===== config.mk =====
export PLATFORM = sky130hd
export DESIGN_NAME = ftdi_tx_fifo_flat
export DESIGN_NICKNAME = d
export VERILOG_FILES = /design/src/rtl/ftdi_tx_fifo_if.sv /design/src/rtl/ftdi_tx_fifo.sv /design/src/flat_wrapper.sv
export SDC_FILE = /design/constraint.sdc
export NUM_CORES = 1
export LEC_CHECK = 0
export ABC_CLOCK_PERIOD_IN_PS = 2800
export BUFFER_PORTS_ARGS = -buffer_cell sky130_fd_sc_hd__buf_4
export CELL_PAD_IN_SITES_DETAIL_PLACEMENT = 2
export CELL_PAD_IN_SITES_GLOBAL_PLACEMENT = 2
export CORE_MARGIN = 5
export CORE_UTILIZATION = 42
export CTS_CLUSTER_DIAMETER = 120
export DETAILED_ROUTE_END_ITERATION = 6
export GPL_ROUTABILITY_DRIVEN = 0
export PLACE_DENSITY_LB_ADDON = 0.1
export SLEW_MARGIN = 20
export SYNTH_ARGS = -nofsm -noshare
export SYNTH_HDL_FRONTEND = slang
export SYNTH_SLANG_ARGS = --single-unit
export TNS_END_PERCENT = 30

===== constraint.sdc =====
create_clock -name clk -period 2.8 [get_ports clk]
set_input_delay 0.56 -clock clk [delete_from_list [all_inputs] [get_ports clk]]
set_output_delay 0.56 -clock clk [all_outputs]
set_load 0.005 [all_outputs]

===== src/rtl/ftdi_tx_fifo_if.sv =====
`default_nettype none
// =============================================================================
// Module   : ftdi_tx_fifo_if
// Brief    : Upstream byte stream, FTDI flow control and write-path signals
//            for ftdi_tx_fifo.
// Revision : 1.0
// =============================================================================
interface ftdi_tx_fifo_if #(
    parameter int DEPTH_LOG2 = 4
) ();
    logic                  in_valid;
    logic [7:0]            in_data;
    logic                  in_ready;
    logic                  txe;
    logic                  rd_busy;
    logic [7:0]            d;
    logic                  d_asserted;
    logic [DEPTH_LOG2:0]   level;
    logic                  err;

    modport master (
        output in_valid, in_data, txe, rd_busy,
        input  in_ready, d, d_asserted, level, err
    );

    modport slave (
        input  in_valid, in_data, txe, rd_busy,
        output in_ready, d, d_asserted, level, err
    );
endinterface
`default_nettype wire


===== src/rtl/ftdi_tx_fifo.sv =====
`default_nettype none
// =============================================================================
// Module   : ftdi_tx_fifo
// Brief    : FIFO-buffered write sequencer for the FTDI FT245 bus controller.
//            Optional macro FTDI_TX_TIMEOUT_EN adds the txe timeout flush.
// Revision : 1.0
// =============================================================================
module ftdi_tx_fifo #(
    parameter int DEPTH_LOG2 = 4,
    parameter int WR_PULSE   = 2,
    parameter int RECOVER    = 3,
    parameter int TIMEOUT    = 1024
) (
    input  logic              clk,
    input  logic              n_rst,
    ftdi_tx_fifo_if.slave     bus
);
    localparam int                  DEPTH   = 1 << DEPTH_LOG2;
    localparam logic [DEPTH_LOG2:0] FULL    = (DEPTH_LOG2 + 1)'(DEPTH);
    localparam int                  CNT_MAX = (WR_PULSE > RECOVER) ? WR_PULSE : RECOVER;
    localparam int                  CNT_W   = $clog2(CNT_MAX + 1);

    typedef enum logic [2:0] {
        S_IDLE    = 3'd0,
        S_SETUP   = 3'd1,
        S_STROBE  = 3'd2,
        S_HOLD    = 3'd3,
        S_RECOVER = 3'd4
    } state_t;

    state_t                  state_q, state_d;
    logic [CNT_W-1:0]        cnt_q, cnt_d;
    logic [7:0]              d_q, d_d;
    logic                    d_asserted_q, d_asserted_d;
    logic [DEPTH_LOG2-1:0]   wr_ptr_q, wr_ptr_d;
    logic [DEPTH_LOG2-1:0]   rd_ptr_q, rd_ptr_d;
    logic [DEPTH_LOG2:0]     level_q, level_d;
    logic [7:0]              mem_q [DEPTH];
    logic                    push;
    logic                    pop;
    logic                    flush;

    assign bus.in_ready   = (level_q != FULL);
    assign bus.d          = d_q;
    assign bus.d_asserted = d_asserted_q;
    assign bus.level      = level_q;

    // A push into a full FIFO is dropped even if a pop frees a slot this cycle
    assign push = bus.in_valid & (level_q != FULL) & ~flush;

    always_comb begin
        state_d = state_q;
        cnt_d   = cnt_q;
        d_d     = d_q;
        pop     = 1'b0;
        case (state_q)
            S_IDLE: begin
                if ((level_q != '0) && !bus.txe && !bus.rd_busy) begin
                    state_d = S_SETUP;
                    d_d     = mem_q[rd_ptr_q];
                    pop     = 1'b1;
                end
            end
            S_SETUP: begin
                state_d = S_STROBE;
                cnt_d   = '0;
            end
            S_STROBE: begin
                if (cnt_q == CNT_W'(WR_PULSE - 1)) begin
                    state_d = S_HOLD;
                    cnt_d   = '0;
                end else begin
                    cnt_d = cnt_q + 1'b1;
                end
            end
            S_HOLD: begin
                state_d = S_RECOVER;
                cnt_d   = '0;
            end
            S_RECOVER: begin
                if (cnt_q == CNT_W'(RECOVER - 1)) begin
                    state_d = S_IDLE;
                    cnt_d   = '0;
                end else begin
                    cnt_d = cnt_q + 1'b1;
                end
            end
            default: state_d = S_IDLE;
        endcase
        // Strobe is a flop output so the controller's wr never glitches
        d_asserted_d = (state_d == S_STROBE);
    end

    always_comb begin
        wr_ptr_d = wr_ptr_q + DEPTH_LOG2'(push);
        rd_ptr_d = rd_ptr_q + DEPTH_LOG2'(pop);
        level_d  = level_q;
        if (flush) begin
            rd_ptr_d = wr_ptr_q;
            level_d  = '0;
        end else if (push && !pop) begin
            level_d = level_q + 1'b1;
        end else if (!push && pop) begin
            level_d = level_q - 1'b1;
        end
    end

    always_ff @(posedge clk or negedge n_rst) begin
        if (!n_rst) begin
            state_q      <= S_IDLE;
            cnt_q        <= '0;
            d_q          <= '0;
            d_asserted_q <= 1'b0;
            wr_ptr_q     <= '0;
            rd_ptr_q     <= '0;
            level_q      <= '0;
        end else begin
            state_q      <= state_d;
            cnt_q        <= cnt_d;
            d_q          <= d_d;
            d_asserted_q <= d_asserted_d;
            wr_ptr_q     <= wr_ptr_d;
            rd_ptr_q     <= rd_ptr_d;
            level_q      <= level_d;
        end
    end

    always_ff @(posedge clk) begin
        if (push) begin
            mem_q[wr_ptr_q] <= bus.in_data;
        end
    end

`ifdef FTDI_TX_TIMEOUT_EN
    localparam int TO_W = $clog2(TIMEOUT + 1);

    logic [TO_W-1:0] to_cnt_q, to_cnt_d;
    logic            err_q, err_d;

    // Counter only runs while data waits in IDLE on a busy device
    always_comb begin
        to_cnt_d = '0;
        err_d    = 1'b0;
        flush    = 1'b0;
        if ((state_q == S_IDLE) && (level_q != '0) && bus.txe) begin
            if (to_cnt_q == TO_W'(TIMEOUT - 1)) begin
                flush = 1'b1;
                err_d = 1'b1;
            end else begin
                to_cnt_d = to_cnt_q + 1'b1;
            end
        end
    end

    always_ff @(posedge clk or negedge n_rst) begin
        if (!n_rst) begin
            to_cnt_q <= '0;
            err_q    <= 1'b0;
        end else begin
            to_cnt_q <= to_cnt_d;
            err_q    <= err_d;
        end
    end

    assign bus.err = err_q;
`else
    assign flush   = (TIMEOUT < 0);
    assign bus.err = 1'b0;
`endif

endmodule
`default_nettype wire


===== src/flat_wrapper.sv =====
// flat-port wrapper written by rule: the top's interface ports become plain ports
module ftdi_tx_fifo_flat 
#(
    parameter int DEPTH_LOG2 = 4,
    parameter int WR_PULSE   = 2,
    parameter int RECOVER    = 3,
    parameter int TIMEOUT    = 1024
)
  (clk, n_rst, bus_in_valid, bus_in_data, bus_txe, bus_rd_busy, bus_in_ready, bus_d, bus_d_asserted, bus_level, bus_err);
  ftdi_tx_fifo_if #(.DEPTH_LOG2(DEPTH_LOG2)) bus_i ();
  input  logic clk;
  input  logic n_rst;
  input wire logic [$bits(bus_i.in_valid)-1:0] bus_in_valid;
  input wire logic [$bits(bus_i.in_data)-1:0] bus_in_data;
  input wire logic [$bits(bus_i.txe)-1:0] bus_txe;
  input wire logic [$bits(bus_i.rd_busy)-1:0] bus_rd_busy;
  output wire logic [$bits(bus_i.in_ready)-1:0] bus_in_ready;
  output wire logic [$bits(bus_i.d)-1:0] bus_d;
  output wire logic [$bits(bus_i.d_asserted)-1:0] bus_d_asserted;
  output wire logic [$bits(bus_i.level)-1:0] bus_level;
  output wire logic [$bits(bus_i.err)-1:0] bus_err;
  assign bus_i.in_valid = bus_in_valid;
  assign bus_i.in_data = bus_in_data;
  assign bus_i.txe = bus_txe;
  assign bus_i.rd_busy = bus_rd_busy;
  assign bus_in_ready = bus_i.in_ready;
  assign bus_d = bus_i.d;
  assign bus_d_asserted = bus_i.d_asserted;
  assign bus_level = bus_i.level;
  assign bus_err = bus_i.err;
  ftdi_tx_fifo #(.DEPTH_LOG2(DEPTH_LOG2), .WR_PULSE(WR_PULSE), .RECOVER(RECOVER), .TIMEOUT(TIMEOUT)) u_core (.clk(clk), .n_rst(n_rst), .bus(bus_i));
endmodule

# --- Word-level counts from Yosys, hierarchy flattened ---
# Memory sizes are Yosys's and may differ from the RTL's. A register that Yosys moved wholly into a read port is not among the register bits.
# Index checks and enable logic that the tools add are counted.
totals:
  regBits: 19
  ramBits: 128
  input_bits: 13
  output_inout_bits: 16
  elab_cells: 49
  memories: 1
memory_table:
  columns: ["name", "depth", "width", "read_ports", "rd_ports_with_merged_regs", "write_ports", "line_no", "rtl"]
  rows:
  - ["u_core.mem_q", 16, 8, 1, 1, 1, "ftdi_tx_fifo.sv:38", "logic [7:0] mem_q [DEPTH];"]
op_classes:
  addsub: 5
  eq_ne: 8
  n_mux: 13
  bitwise: 1
  n_reduce_logical: 15
op_table:
  columns: ["op", "n"]
  rows:
  - ["3-bit one-hot mux with 5 select lines", 1]
  - ["5-bit 2-to-1 mux", 2]
  - ["3-bit by 2-bit == test with 1-bit output (second input constant)", 3]
  - ["3-bit 2-to-1 mux", 3]
  - ["4-bit by 1-bit adder with 4-bit output", 2]
  - ["2-bit one-hot mux with 3 select lines", 1]
  - ["5-bit by 1-bit adder with 5-bit output (second input constant)", 1]
  - ["1-bit logical NOT", 5]
  - ["5-bit != test (second input constant)", 1]
  - ["5-bit nonzero test", 1]
  - ["5-bit by 1-bit subtractor with 5-bit output (second input constant)", 1]
  - ["1-bit logical AND", 4]
  - ["1-bit 2-to-1 mux", 4]
  - ["2-bit 2-to-1 mux", 2]
  - ["3-bit by 1-bit == test with 1-bit output (second input constant)", 1]
  - ["3-bit == test (second input constant)", 1]
  - ["3-bit logical NOT", 1]
  - ["3-bit nonzero test", 1]
  - ["2-bit by 1-bit adder with 2-bit output (second input constant)", 1]
  - ["2-bit by 1-bit == test with 1-bit output (second input constant)", 1]
  - ["2-bit == test (second input constant)", 1]
  - ["2-bit AND reduction", 1]
  - ["2-bit nonzero test", 1]
  - ["2-bit OR reduction", 1]
  - ["1-bit bitwise AND", 1]

# --- Longest topological paths before layout ---
logic_depth:
  word_depth: 8
  mapped_depth: 12
  depth_no_buf: 9

# --- Worst setup path before layout ---
# Ideal clock, no wire load.
synth_path:
  path_type: "flip-flop to flip-flop"
  from: "register u_core.state_q[0]"
  to: "register u_core.level_q[4], in the netlist u_core.bus.level[4]"
  setup_ps: 80
  arrival_time_ps: 2799
  required_ps: 2720
  setup_slack_ps: -79
  stages_incl_launch_ff: 13
  path_buffers: 3
  synth_period_minus_slack_ps: 2879
  cell_sequence: "dfrtp_1 > buf_6 > or4_1 > a211o_1 > buf_6 > buf_6 > ha_1 > inv_1 > ha_1 > a21o_1 > a21oi_1 > mux2i_1 > xnor2_1"
synth_via:
  elab_chain_len: 5
  elab_cells_between_ends: 7
  cone_classes: "mux: 2; reduce/logical: 5"
synth_rtl:
  columns: ["item", "line_no", "rtl"]
  rows:
  - ["from (decl)", "ftdi_tx_fifo.sv:31", "state_t state_q, state_d;"]
  - ["from (signal assigned)", "ftdi_tx_fifo.sv:118", "state_q <= state_d;"]
  - ["3-bit logical NOT (*)", "ftdi_tx_fifo.sv:56", "case (state_q)"]
  - ["1-bit 2-to-1 mux (*)", "ftdi_tx_fifo.sv:56", null]
  - ["1-bit logical NOT", "ftdi_tx_fifo.sv:101", "end else if (push && !pop) begin"]
  - ["1-bit logical AND", "ftdi_tx_fifo.sv:101", null]
  - ["5-bit 2-to-1 mux / 2-bit nonzero test (equally long branches)", null, null]
  - ["to (signal assigned)", "ftdi_tx_fifo.sv:124", "level_q <= level_d;"]
  - ["to (decl)", "ftdi_tx_fifo.sv:37", "logic [DEPTH_LOG2:0] level_q, level_d;"]
# Mark *: on every way between the ends. The rest lies on a longest branch, timed or not.
# A chain may end at the register's enable or synchronous reset.

# --- Worst setup path after layout ---
# Ends and elaborated chain as after synthesis.

==> impl_metrics.json <==
{
  "hold_buffers": 0,
  "final_common_cell": "edfxtp_1",
  "dp.final_hpwl_um": 9700,
  "die_w_um": 132,
  "drt_iter0_drc": 264,
  "cts_sinks": 155,
  "status": "complete, no violations",
  "syn_to_final_growth_pct": 19.0,
  "die_h_um": 132,
  "drv_cap": 0,
  "power_frac_clock_pct": 30.6,
  "fin_setup_tns_ns": 0,
  "path_clk_slew_ns": 0.06,
  "ys_warn_count": 0,
  "syn_area_per_cell_um2": 18.8,
  "fin_cells": 585,
  "power_density_nw_per_um2": 1090,
  "synth_cell_types": 36,
  "initial_core_util_pct": 42.8,
  "final_nets": 410,
  "gr-usage-all-layers_pct": 18.4,
  "arrival_ns": 2.95,
  "synth_cells": 333,
  "crit_path_end_kind": "register",
  "vias_per_cell": 5.56,
  "drc": 0,
  "wl_um": 15100,
  "cts_setup_buffers": 0,
  "clock_path_buffers": 2,
  "antenna_found_initial": 0,
  "setup_violations": 0,
  "power.net_switching_mw": 2.46,
  "holdCritPathClass": "input pin to async pin",
  "synth.cell_area_um2": 6250,
  "dpl_cell_area_um2": 6800,
  "root_buffer": "clkbuf_16",
  "seq_area_frac_synth_pct": 72.3,
  "crit_path_start": "u_core.state_q[0]",
  "n_antenna_cell": 0,
  "dieArea_um2": 17400,
  "holdWs_ns": 0.0454,
  "clk_latency_ns": 0.43,
  "syn_nets": 355,
  "internal_power_mw": 5.67,
  "clock_skew_ns": 0.0119,
  "slew_headroom_pct": 56.7,
  "p_total_mw": 8.13,
  "grt_pass1_wl_um": 23400,
  "gr-total-overflow": 0,
  "drive_gt1_share_pct": 32.9,
  "worstMarginPinSlew_ns": 0.650,
  "dp_slack_ns": -0.0208,
  "setup_slack_ns": 0.195,
  "final_core_util_pct": 51.0,
  "p_leak_nw": 2.67,
  "ios": 29,
  "dp_cells": 553,
  "period_share_pct": 93.1,
  "portBuffers": 27,
  "first_pass_iters": 5,
  "hold_violations": 0,
  "r2r-start": "u_core.state_q[0]",
  "cts_made_buffers": 17,
  "coreArea_um2": 14600,
  "crit_fanout": 5,
  "ys_ff_latch": 155,
  "combPwrFrac_pct": 29.3,
  "rsz0062_at_grt": "false",
  "rows": 44,
  "slew_viol_final": 0,
  "wl_per_cell_um": 25.9,
  "ant_nets": 0,
  "fmax_mhz": 384,
  "vdd.ir_drop.worst_v": 0.000588,
  "vias": 3253,
  "fin_crit_ns": 2.61,
  "critPathKind": "register to register",
  "mostFrequentLayoutCells": "edfxtp_1 (128), buf_4 (54), mux4_2 (32), dfrtp_1 (26)",
  "required_ns": 3.15,
  "grt_start_max_net_pins": 28,
  "seq_power_share_pct": 40.2,
  "grt_pass1_vias": 3639,
  "switching_share_pct": 30.2,
  "h-tree-depth": 4,
  "fin_area_um2": 7440,
  "cts_tree": "yes",
  "worst_setup_path_start_kind": "register"
}
registers in the layout, indices dropped and copies added (netlist names):
signal and flops:
u_core.state_q 3, u_core.bus.level 5, u_core.bus.d_asserted 1, u_core.bus.d 8, u_core.wr_ptr_q 4, u_core.cnt_q 2, u_core.mem_q 128, u_core.rd_ptr_q 4
cell families (layout without fill, tap and decap cells):
group,after synthesis,in the layout,synth area share [%]
buf+inv,23,91,2.16
fa+ha+maj,9,9,1.92
mux,56,56,15.5
simple gates,53,53,4.06
flops,155,155,72.3
other cells,1,1,0.0600
compound gates,28,28,2.84
xor+xnor,8,8,1.12
cell type report:
class	instances	area, µm²
clock inverter	14	201
sequential	155	4520
inverter	4	15.0
timing repair buffer	55	425
tap	184	230
clock buffer	18	429
multi-input combinational	155	1620
fill	1279	7150
critical path: stages (launching register included):
cell     delay (ns)
dfrtp_1        0.37
or4_1          0.53
a211o_1        0.31
ha_1           0.24
inv_2          0.13
ha_4           0.23
a21o_1         0.19
a21oi_2        0.15
mux2i_1        0.24
xnor2_1        0.15
routing by layer:
layer	part of all wire (%)	wire [µm]	global-route usage, %
met1	45	6840	25.0
met2	51	7670	29.8
met3	3.0	454	4.69
met4	1.2	182	5.31
met5	0	0	0
path summary, 6_finish.rpt:
| check | depth (start not counted) | slack, ns | end |
|---|---|---|---|
| worst max-delay path | 9 | 0.19 | u_core.bus.level[4] |
| max in group asynchronous | 1 | 2.47 | u_core.rd_ptr_q[0] |
| min in group clk | 1 | 0.45 | u_core.mem_q[11][5] |
| worst min register to register | 2 | 0.49 | u_core.bus.d[1] |
| worst min-delay path | 1 | 0.05 | u_core.cnt_q[1] |
| worst max register to register | 9 | 0.19 | u_core.bus.level[4] |
cells in the mapped netlist:
cell	instances	area (µm²)
o21ai_1	5	25.0
a21o_1	2	15.0
nor2b_1	3	18.8
nor4_1	1	6.26
nor3_1	4	20.0
buf_4	3	22.5
nor2_1	17	63.8
o41ai_1	1	8.76
or3b_2	1	8.76
nand3_1	3	15.0
a21oi_1	6	30.0
nand3b_1	3	22.5
mux2_2	8	90.1
fa_1	1	20.0
mux2i_1	16	160
or4_1	1	7.51
a211o_1	3	26.3
buf_6	4	45.0
nand2_1	14	52.6
xor2_1	3	26.3
nor3b_1	1	7.51
inv_1	4	15.0
dfrtp_1	27	676
o21ai_0	6	30.0
a22o_1	2	17.5
conb_1	1	3.75
xnor2_1	5	43.8
a221oi_1	1	8.76
mux4_2	32	721
a21boi_0	1	7.51
edfxtp_1	128	3840
buf_2	6	30.0
nand2b_1	5	31.3
clkbuf_1	6	22.5
ha_1	8	100
o21ai_2	1	8.76
repair_timing:
item                       CTS  global route
resized for setup            0             1
hold endpoints to repair     0             0
setup endpoints to repair    0             1
power by group through the flow:
stage	Combinational, mW	Sequential, mW	Clock [mW]
after CTS	2.43	3.27	2.54
after floorplan	1.70	3.08	0
after global routing	2.59	3.32	2.66
after global placement	2.28	3.27	0
final	2.38	3.27	2.48
after detailed placement	2.38	3.32	0
Note: power is estimated with default switching activity, not from simulation.
